## src/rtl/noc_pkg.sv

```systemverilog
// Shared NoC definitions for the PE-side injector.
// - Flit field offsets. The DST_/SRC_/DATA_ localparams are for the default 2-bit
//   coordinate geometry; the *_lsb() functions give offsets for other geometries.
// - FSM state encoding.
// - Flit assembly helper.
// Flit layout, LSB first: dst y | dst x | src y | src x | payload.
package noc_pkg;

   typedef enum logic {
      ST_IDLE = 1'b0,
      ST_SEND = 1'b1
   } state_e;

   function automatic int unsigned dst_x_lsb(input int unsigned ys);
      return ys;
   endfunction

   function automatic int unsigned src_y_lsb(input int unsigned xs, input int unsigned ys);
      return xs + ys;
   endfunction

   function automatic int unsigned src_x_lsb(input int unsigned xs, input int unsigned ys);
      return xs + 2 * ys;
   endfunction

   function automatic int unsigned data_lsb(input int unsigned xs, input int unsigned ys);
      return 2 * xs + 2 * ys;
   endfunction

   localparam int unsigned DEF_X_SIZE = 2;
   localparam int unsigned DEF_Y_SIZE = 2;
   localparam int unsigned DST_Y_LSB  = 0;
   localparam int unsigned DST_X_LSB  = dst_x_lsb(DEF_Y_SIZE);
   localparam int unsigned SRC_Y_LSB  = src_y_lsb(DEF_X_SIZE, DEF_Y_SIZE);
   localparam int unsigned SRC_X_LSB  = src_x_lsb(DEF_X_SIZE, DEF_Y_SIZE);
   localparam int unsigned DATA_LSB   = data_lsb(DEF_X_SIZE, DEF_Y_SIZE);

   // Fields are passed zero-extended to 64 bits; the caller truncates to its flit width.
   function automatic logic [63:0] flit_pack(input int unsigned xs, input int unsigned ys,
                                             input logic [63:0] data, input logic [63:0] sx,
                                             input logic [63:0] sy, input logic [63:0] dx,
                                             input logic [63:0] dy);
      return (data << data_lsb(xs, ys)) | (sx << src_x_lsb(xs, ys)) |
             (sy << src_y_lsb(xs, ys)) | (dx << dst_x_lsb(ys)) | (dy << DST_Y_LSB);
   endfunction

endpackage

```

## src/rtl/noc_sync_fifo.sv

```systemverilog
// Synchronous first-word-fall-through FIFO.
// Ports:
//   clk_i, rst_ni      clock, asynchronous active-low reset
//   push_i, wdata_i    write request/data (ignored while full)
//   pop_i, rdata_o     read request (ignored while empty) / head word
//   full_o, empty_o    status decoded from the occupancy register
//   count_o            occupancy, 0..Depth
// Depth must be a power of two so the pointers wrap naturally.
module noc_sync_fifo #(
   parameter int unsigned Width = 8,
   parameter int unsigned Depth = 4,
   localparam int unsigned PtrW = (Depth > 1) ? $clog2(Depth) : 1
) (
   input  logic             clk_i,
   input  logic             rst_ni,
   input  logic             push_i,
   input  logic [Width-1:0] wdata_i,
   input  logic             pop_i,
   output logic [Width-1:0] rdata_o,
   output logic             full_o,
   output logic             empty_o,
   output logic [PtrW:0]    count_o
);

   logic [Width-1:0] mem_q [Depth];
   logic [PtrW-1:0]  wr_ptr_q, rd_ptr_q;
   logic [PtrW:0]    count_q;
   logic             do_push, do_pop;

   assign full_o  = (count_q == (PtrW + 1)'(Depth));
   assign empty_o = (count_q == '0);
   assign count_o = count_q;
   assign rdata_o = mem_q[rd_ptr_q];
   assign do_push = push_i & ~full_o;
   assign do_pop  = pop_i & ~empty_o;

   always_ff @(posedge clk_i or negedge rst_ni) begin
      if (!rst_ni) begin
         wr_ptr_q <= '0;
         rd_ptr_q <= '0;
         count_q  <= '0;
         for (int i = 0; i < int'(Depth); i++) begin
            mem_q[i] <= '0;
         end
      end else begin
         if (do_push) begin
            mem_q[wr_ptr_q] <= wdata_i;
            wr_ptr_q        <= wr_ptr_q + PtrW'(1);
         end
         if (do_pop) begin
            rd_ptr_q <= rd_ptr_q + PtrW'(1);
         end
         if (do_push && !do_pop) begin
            count_q <= count_q + (PtrW + 1)'(1);
         end else if (!do_push && do_pop) begin
            count_q <= count_q - (PtrW + 1)'(1);
         end
      end
   end

endmodule

```

## src/rtl/noc_pe_injector.sv

```systemverilog
// PE-side NoC injector: buffers neuron outputs and replicates each one as a unicast
// flit to every node in a linear destination range [base, base+count), clipped at
// the last mesh node.
// Ports:
//   clk, rstn                      clock, asynchronous active-low reset
//   i_valid, i_data, o_ready       neuron result input (o_ready = FIFO not full)
//   cfg_dst_base, cfg_dst_count    destination range, sampled only when a word is loaded
//   i_sw_ready                     switch PE-port ready
//   o_sw_valid, o_sw_data          registered flit to the switch, held under back-pressure
//   o_busy                         FSM sending or FIFO non-empty
//   o_err_overflow                 sticky: a push was attempted while full
module noc_pe_injector
   import noc_pkg::*;
#(
   parameter int unsigned x_coord     = 0,
   parameter int unsigned y_coord     = 0,
   parameter int unsigned X           = 4,
   parameter int unsigned Y           = 4,
   parameter int unsigned data_width  = 8,
   parameter int unsigned x_size      = 2,
   parameter int unsigned y_size      = 2,
   parameter int unsigned total_width = 2 * x_size + 2 * y_size + data_width,
   parameter int unsigned sw_no       = X * Y,
   parameter int unsigned FIFO_DEPTH  = 4,
   parameter int unsigned idx_w       = $clog2(sw_no)
) (
   input  logic                   clk,
   input  logic                   rstn,
   input  logic                   i_valid,
   input  logic [data_width-1:0]  i_data,
   output logic                   o_ready,
   input  logic [idx_w-1:0]       cfg_dst_base,
   input  logic [idx_w:0]         cfg_dst_count,
   input  logic                   i_sw_ready,
   output logic                   o_sw_valid,
   output logic [total_width-1:0] o_sw_data,
   output logic                   o_busy,
   output logic                   o_err_overflow
);

   localparam int unsigned CntW = ((FIFO_DEPTH > 1) ? $clog2(FIFO_DEPTH) : 1) + 1;

   state_e                 state_q;
   logic [data_width-1:0]  hold_q;
   logic [x_size-1:0]      x_q;
   logic [y_size-1:0]      y_q;
   logic [idx_w:0]         rem_q;
   logic                   valid_q;
   logic [total_width-1:0] flit_q;
   logic                   err_q;

   logic                   fifo_push, fifo_pop, fifo_full, fifo_empty;
   logic [data_width-1:0]  fifo_rdata;
   logic [CntW-1:0]        fifo_count;

   logic [x_size-1:0]      base_x, next_x;
   logic [y_size-1:0]      base_y, next_y;
   logic [idx_w:0]         avail, clip_cnt;
   logic                   accept, last_flit, load;

   function automatic logic [total_width-1:0] mk_flit(input logic [data_width-1:0] d,
                                                      input logic [x_size-1:0]     dx,
                                                      input logic [y_size-1:0]     dy);
      return total_width'(flit_pack(x_size, y_size, 64'(d), 64'(x_coord), 64'(y_coord),
                                    64'(dx), 64'(dy)));
   endfunction

   noc_sync_fifo #(
      .Width (data_width),
      .Depth (FIFO_DEPTH)
   ) u_fifo (
      .clk_i   (clk),
      .rst_ni  (rstn),
      .push_i  (fifo_push),
      .wdata_i (i_data),
      .pop_i   (fifo_pop),
      .rdata_o (fifo_rdata),
      .full_o  (fifo_full),
      .empty_o (fifo_empty),
      .count_o (fifo_count)
   );

   always_comb begin
      // Split the base index into x/y by comparing against row starts; the last row
      // start not above the base wins. Constant comparators only, no divider.
      base_x = '0;
      base_y = '0;
      for (int unsigned yy = 0; yy < Y; yy++) begin
         if (cfg_dst_base >= idx_w'(yy * X)) begin
            base_y = y_size'(yy);
            base_x = x_size'(cfg_dst_base - idx_w'(yy * X));
         end
      end

      // Destinations remaining before the last node, then clip the requested count.
      avail    = ({1'b0, cfg_dst_base} < (idx_w + 1)'(sw_no)) ?
                 (idx_w + 1)'(sw_no) - {1'b0, cfg_dst_base} : '0;
      clip_cnt = (cfg_dst_count < avail) ? cfg_dst_count : avail;

      if (x_q == x_size'(X - 1)) begin
         next_x = '0;
         next_y = y_q + y_size'(1);
      end else begin
         next_x = x_q + x_size'(1);
         next_y = y_q;
      end
   end

   assign accept    = valid_q & i_sw_ready;
   assign last_flit = (rem_q == (idx_w + 1)'(1));
   // Load a new word when idle, or back-to-back as the last copy of the current one leaves.
   assign load      = ~fifo_empty &
                      ((state_q == ST_IDLE) | ((state_q == ST_SEND) & accept & last_flit));
   assign fifo_pop  = load;
   assign fifo_push = i_valid & ~fifo_full;

   always_ff @(posedge clk or negedge rstn) begin
      if (!rstn) begin
         state_q <= ST_IDLE;
         hold_q  <= '0;
         x_q     <= '0;
         y_q     <= '0;
         rem_q   <= '0;
         valid_q <= 1'b0;
         flit_q  <= '0;
         err_q   <= 1'b0;
      end else begin
         if (i_valid && fifo_full) begin
            err_q <= 1'b1;
         end

         if (load) begin
            hold_q <= fifo_rdata;
            x_q    <= base_x;
            y_q    <= base_y;
            rem_q  <= clip_cnt;
            flit_q <= mk_flit(fifo_rdata, base_x, base_y);
            // An empty (clipped) range discards the word without emitting a flit.
            if (clip_cnt != '0) begin
               state_q <= ST_SEND;
               valid_q <= 1'b1;
            end else begin
               state_q <= ST_IDLE;
               valid_q <= 1'b0;
            end
         end else if (state_q == ST_SEND && accept) begin
            if (last_flit) begin
               state_q <= ST_IDLE;
               valid_q <= 1'b0;
               rem_q   <= '0;
            end else begin
               x_q    <= next_x;
               y_q    <= next_y;
               rem_q  <= rem_q - (idx_w + 1)'(1);
               flit_q <= mk_flit(hold_q, next_x, next_y);
            end
         end
      end
   end

   assign o_sw_valid     = valid_q;
   assign o_sw_data      = flit_q;
   assign o_ready        = (fifo_count != CntW'(FIFO_DEPTH));
   assign o_busy         = (state_q != ST_IDLE) | ~fifo_empty;
   assign o_err_overflow = err_q;

endmodule

```

## config.mk

```make
export PLATFORM = sky130hd
export DESIGN_NAME = noc_pe_injector
export DESIGN_NICKNAME = d
export VERILOG_FILES = /design/src/rtl/noc_pkg.sv /design/src/rtl/noc_sync_fifo.sv /design/src/rtl/noc_pe_injector.sv
export SDC_FILE = /design/constraint.sdc
export NUM_CORES = 1
export LEC_CHECK = 0
export ABC_CLOCK_PERIOD_IN_PS = 3700
export CAP_MARGIN = 10
export CORE_MARGIN = 3
export CORE_UTILIZATION = 55
export CTS_CLUSTER_DIAMETER = 150
export DETAILED_ROUTE_END_ITERATION = 7
export HOLD_SLACK_MARGIN = 0.06
export PLACE_DENSITY = 0.79
export SLEW_MARGIN = 5
export SYNTH_ARGS = -nofsm -noshare
export SYNTH_HDL_FRONTEND = slang
export SYNTH_SLANG_ARGS = --single-unit
```

## constraint.sdc

```tcl
create_clock -name clk -period 3.7 [get_ports clk]
set_clock_uncertainty 0.05 [all_clocks]
set_input_delay 0.555 -clock clk [delete_from_list [all_inputs] [get_ports clk]]
set_output_delay 0.555 -clock clk [all_outputs]
set_load 0.005 [all_outputs]
```

Word-level counts from Yosys, hierarchy flattened
Cells that the tools add are included.
{"block": "totals", "output_inout_bits": 20, "inputBits": 21, "register_bits": 74, "wordCells": 104}
{"block": "op_classes", "n_reduce_logical": 14, "order_cmp": 8, "n_mux": 34, "n_addsub": 11, "bitwise_logic": 18, "eq_ne": 5}
{"operator": "16-bit two-way mux", "count": 3}
{"operator": "32-bit bitwise mux", "count": 1}
{"operator": "16-bit by 2-bit OR with 16-bit output", "count": 2}
{"operator": "16-bit by 4-bit OR with 16-bit output", "count": 2}
{"operator": "2-bit two-way mux", "count": 14}
{"operator": "8-bit two-way mux", "count": 3}
{"operator": "5-bit two-way mux", "count": 4}
{"operator": "8-bit binary-select mux with 2-bit select", "count": 1}
{"operator": "8-bit demux with 2-bit select", "count": 1}
{"operator": "2-bit by 1-bit adder with 2-bit output, second input constant", "count": 4}
{"operator": "4-bit greater-or-equal comparator, second input constant", "count": 2}
{"operator": "1-bit bitwise AND", "count": 7}
{"operator": "3-bit greater-or-equal comparator, second input constant", "count": 2}
{"operator": "3-bit two-way mux", "count": 2}
{"operator": "2-bit NOT with 3-bit output", "count": 2}
{"operator": "2-bit nonzero test", "count": 3}
{"operator": "2-bit by 1-bit subtractor with 2-bit output, second input constant", "count": 3}
{"operator": "5-bit by 1-bit == test with 1-bit output, second input constant", "count": 1}
{"operator": "1-bit logical AND", "count": 5}
{"operator": "5-bit less-than comparator", "count": 1}
{"operator": "1-bit two-way mux", "count": 5}
{"operator": "5-bit nonzero test", "count": 1}
{"operator": "5-bit by 1-bit subtractor with 5-bit output, second input constant", "count": 1}
{"operator": "5-bit by 4-bit subtractor with 5-bit output, first input constant", "count": 1}
{"operator": "14 further kinds", "count": 19}

Longest topological paths before layout
{"block": "logic_depth", "ltp_word": 9, "mapped_depth": 12, "depth_no_buf": 11}

Modules after synthesis
A second synthesis with hierarchy kept.
{"block": "unflattened", "hier_cells": 265, "area_unflattened_um2": 3400.8}
{"module": "noc_sync_fifo", "n_inst": 1, "cells_each": 112, "seq_area_each_um2": 975.9, "area_per_inst_um2": 1781.7}
{"module": "noc_pe_injector", "n_inst": 1, "cells_each": 153, "seq_area_each_um2": 675.6, "area_per_inst_um2": 1619.1}

Worst setup path after synthesis
Ideal clock, no wire load.
{"block": "synth_path", "kind": "register to register", "from": "register rem_q[1]", "to": "register u_fifo.count_q[1], in the netlist u_fifo.count_o[1]", "slack_ns": 0.903, "path_buffers": 1, "path_stages_with_launch": 11, "synth_period_minus_slack_ns": 2.797, "required_time_ns": 3.525, "t_arrival_ns": 2.622, "setup_ns": 0.125, "path_cell_list": "dfrtp_1 > inv_1 > ha_1 > or4b_4 > a211oi_4 > inv_4 > buf_6 > ha_1 > inv_1 > fa_1 > mux2_2"}
{"block": "synth_via", "elab_chain_len": 8, "word_cells_on_any_way": 10, "cone_classes": "1 x eq/ne; 1 x mux; 4 x bitwise; 4 x reduce/logical"}
{"element": "start: declaration", "line_no": "noc_pe_injector.sv:47", "rtl": "logic [idx_w:0] rem_q;"}
{"element": "start signal: assignment", "line_no": "noc_pe_injector.sv:136", "rtl": "rem_q <= clip_cnt;"}
{"element": "start signal: assignment", "line_no": "noc_pe_injector.sv:154", "rtl": "rem_q <= rem_q - (idx_w + 1)'(1);"}
{"element": "5-bit by 1-bit == test with 1-bit output *", "line_no": "noc_pe_injector.sv:110", "rtl": "assign last_flit = (rem_q == (idx_w + 1)'(1));"}
{"element": "1-bit bitwise AND *", "line_no": "noc_pe_injector.sv:113", "rtl": "((state_q == ST_IDLE) | ((state_q == ST_SEND) & accept & last_flit));"}
{"element": "1-bit OR *", "line_no": "noc_pe_injector.sv:113"}
{"element": "1-bit bitwise AND *", "line_no": "noc_pe_injector.sv:112", "rtl": "assign load = ~fifo_empty &"}
{"element": "1-bit bitwise AND *", "line_no": "noc_sync_fifo.sv:35", "rtl": "assign do_pop = pop_i & ~empty_o;"}
{"element": "1-bit zero test", "line_no": "noc_sync_fifo.sv:53", "rtl": "if (do_push && !do_pop) begin"}
{"element": "1-bit logical AND", "line_no": "noc_sync_fifo.sv:53"}
{"element": "3-bit two-way mux or 2-bit nonzero test (tied branches)"}
{"element": "end signal: assignment", "line_no": "noc_sync_fifo.sv:54", "rtl": "count_q <= count_q + (PtrW + 1)'(1);"}
{"element": "end signal: assignment", "line_no": "noc_sync_fifo.sv:56", "rtl": "count_q <= count_q - (PtrW + 1)'(1);"}
{"element": "end: declaration", "line_no": "noc_sync_fifo.sv:27", "rtl": "logic [PtrW:0] count_q;"}
Every way passes the cells marked *; elsewhere a longest branch is shown, timed or not.
A chain may end at the register's enable or synchronous reset.

Worst setup path in the final report
{"block": "layout_path", "from": "input port cfg_dst_base[0]", "to": "register rem_q[0]"}
{"block": "layout_via", "elab_chain_len": 4}
{"element": "start: declaration", "line_no": "noc_pe_injector.sv:32", "rtl": "input logic [idx_w-1:0] cfg_dst_base,"}
{"element": "5-bit by 4-bit subtractor with 5-bit output *", "line_no": "noc_pe_injector.sv:97", "rtl": "(idx_w + 1)'(sw_no) - {1'b0, cfg_dst_base} : '0;"}
{"element": "5-bit less-than comparator", "line_no": "noc_pe_injector.sv:98", "rtl": "clip_cnt = (cfg_dst_count < avail) ? cfg_dst_count : avail;"}
{"element": "5-bit two-way mux *", "line_no": "noc_pe_injector.sv:98"}
{"element": "5-bit two-way mux *", "line_no": "noc_pe_injector.sv:132", "rtl": "if (load) begin"}
Marks and branches as above.

==> run summary <==
Int Power -> 2.31 mW
Clk buf depth -> 2
Setup TNS -> 0 ps
CTS Hold Bufs -> 0
Diode count -> 0
Hold Fails Final Rpt -> 0
Die X-Extent -> 83.9 um
FMAX -> 342 MHz
CTS tree -> done
Maximum vdd drop -> 482 uV
Max-cap viol count -> 0
Gate count of the mapped netlist -> 278
Post-synth top flop -> dfrtp_1
Final Cycle Share -> 79.1%
Final setup fails -> 0
Placed inst area -> 3730 um2
Top delay family on crit path -> compound AO/OA/AOI/OAI gates
Seq/Total Area, Yosys -> 49.5%
Total GRT Usage -> 21.2%
Worst Setup Path Type -> input pin to flop
Sink Count -> 66
Status -> complete, no violations
Fin crit period -> 2930 ps
Vias -> 2,288
Synthesized area per cell -> 12.0 um2
P_leak -> 1.79 nW
Reg2reg end -> u_fifo.count_o[1]
Flop-to-flop setup slack -> 890 ps
Synthesis-stage register bit count -> 66
Switching Share -> 31.0%
Post-route ant nets -> 0
Psw -> 1.03 mW
Slew Limit Fails -> 0
Worst Setup EP -> rem_q[0]
Grt total ovfl -> 0
Placement Setup Slack -> 492 ps
CP Capture Type -> flop
Die area -> 7040 um2
R2r worst-path depth -> 9
PwrDens -> 836 nW/um2
Fin nets -> 355
CP most frequent cell -> ha_1
Layout cell share with drive strength beyond 1 -> 24.9%
Post-CTS setup buffer count -> 0
Clock transition at path regs -> 70 ps
Worst Setup Slack, final -> 772 ps
Crit path arrival time -> 3090 ps
Global-route wire length before repair -> 11,500 um
# DRC -> 0
Count of cell types in the netlist -> 51
Synthesized area -> 3340 um2
Row cnt -> 27
Critical Path Stages -> 10
Reg2reg start -> rem_q[1]
Vias in the first global route -> 2,357
Post-Route WL -> 6820 um
Die Ht -> 83.9 um
Worst-Margin Slew -> 1010 ps
P&R area growth vs syn -> 19.8%
Input/output buffers -> 36
Max_slew headroom -> 32.7%
Dpl hpwl -> 4510 um
Placeable Area -> 5680 um2
Post-synth EDFFs -> 0
Largest fanout on the critical path -> 10
WL per Instance -> 17.2 um
Total CTS buffers -> 9
Clock power frac -> 23.7%
Worst EP required -> 3870 ps
Initial antenna violation count -> 0
RSZ-0062 raised after global routing -> no
Finished Cell Area -> 4000 um2
Yosys warning total -> 0
Initial core utilization -> 58.8%
Clk_lat worst skew -> 340 ps
CP Cell Sequence -> clkdlybuf4s50_1 -> inv_1 -> ha_1 -> xor2_1 -> ha_1 -> a21o_1 -> a31oi_1 -> o21ai_1 -> mux2i_1 -> a21oi_1
Largest net degree at the start of global routing -> 46
Pre-Repair DR Iteration Count -> 4
CP Launch Point -> cfg_dst_base[0]
Logic gate share of total power -> 36.0%
Initial drt markers -> 120
I/O pin count -> 41
Worst min-delay path class -> input pin to asynchronous set/reset pin
Gpl congestion -> 0.873
CP peak stage delay -> 570 ps
Vias per Instance -> 5.76
CP startpoint kind -> input pin
H-Tree Level Count -> 3
Async set-reset flop share out of synthesis -> 100%
Root Buffer -> clkbuf_8
Crit path buffers/inverters -> 2
Slowest cell on the critical path -> clkdlybuf4s50_1
Cts repair resizes -> 0
Sequential share of power -> 40.2%
-- worst register-to-register path: stages, from the launching register on --
cell and delay, ps:
dfrtp_1 400, inv_1 110, ha_1 160, or4b_4 490, a211oi_4 340, inv_4 160, ha_1 260, inv_1 70
fa_1 400, mux2_2 260
-- registers in the layout (all words and copies together), names as in the netlist --
register and count:
hold_q 8, u_fifo.count_o 3, u_fifo.wr_ptr_q 2, o_sw_data 10, o_err_overflow 1, o_sw_valid 1, x_q 1, rem_q 5
y_q 1, u_fifo.mem_q 32, u_fifo.rd_ptr_q 2
-- power groups by stage --
| stage | Clock [mW] | Sequential [mW] | Combinational, mW |
|---|---|---|---|
| floorplan | 0 | 1.23 | 0.907 |
| global placement | 0 | 1.32 | 1.15 |
| detailed placement | 0 | 1.33 | 1.19 |
| CTS | 0.810 | 1.34 | 1.22 |
| global route | 0.841 | 1.39 | 1.33 |
| finish | 0.793 | 1.34 | 1.20 |
-- area by class of cell --
| cell class | instances | area [um2] |
|---|---|---|
| Sequential cell | 66 | 1650 |
| Clock inverter | 6 | 138 |
| Timing Repair Buffer | 40 | 385 |
| Tap cell | 72 | 90.1 |
| Inverter | 12 | 47.5 |
| Fill cell | 395 | 1680 |
| Multi-Input combinational cell | 191 | 1560 |
| Clock buffer | 10 | 128 |
-- Yosys cell counts, types with 6 or more instances --
| master | count | area share (%) |
|---|---|---|
| a21oi_1 | 6 | 0.90 |
| nand2_1 | 41 | 4.6 |
| ha_1 | 13 | 4.9 |
| mux2_2 | 39 | 13 |
| dfrtp_1 | 66 | 49 |
| nor2_1 | 12 | 1.3 |
| mux4_2 | 6 | 4.0 |
| inv_1 | 11 | 1.2 |
| o21ai_0 | 7 | 1.0 |
-- cells in the final DEF, fill, tap and decap left out, drive strengths merged, types with 7 or more instances in the layout --
master,netlist,layout
mux4,8,8
a21oi,7,7
inv,12,13
mux2,41,41
o21ai,8,8
clkbuf,4,10
dfrtp,66,66
nand2,45,45
nor2,12,12
ha,13,13
clkdlybuf4s50,0,35
-- kinds of logic (layout without fill, tap and decap cells) --
group                    Yosys count  count (layout)  share of synthesized area (%)
AO/OA/AOI/OAI                     36              36                           7.42
XOR/XNOR                           8               8                           2.10
adder cells (fa/ha/maj)           14              14                           5.47
buffers and inverters             24              68                           4.20
flip-flops                        66              66                           49.5
multiplexers                      51              51                           20.2
other                              1               4                          0.112
AND/OR/NAND/NOR                   78              78                           11.0
-- metal layers --
| layer | GRT usage [%] | part of all wire, % |
|---|---|---|
| met5 | 0 | 0 |
| met4 | 9.21 | 2.9 |
| met3 | 6.32 | 5.3 |
| met2 | 35.6 | 50 |
| met1 | 25.1 | 41 |
-- per-stage QoR --
step | hold slack [ps] | cells | power, mW | util [%]
floorplan | 209 | 281 | 2.14 | -
global placement | 402 | 381 | 2.47 | 65.7
detailed placement | 410 | 381 | 2.52 | 65.7
CTS | 346 | 397 | 3.37 | 70.4
global route | 398 | 397 | 3.56 | 70.4
finish | 336 | 397 | 3.34 | 70.4
-- how the worst min path moves through the flow --
stage                         startpoint              to  slack (ps)  depth (start not counted)
after floorplan                     rstn       hold_q[0]         210                          0
after global routing                rstn  o_err_overflow         400                          1
after detailed placement  o_err_overflow  o_err_overflow         410                          1
after CTS                           rstn  o_err_overflow         350                          1
after global placement    o_err_overflow  o_err_overflow         400                          1
final                               rstn  o_err_overflow         340                          1
Note: power is estimated with default switching activity, not from simulation.
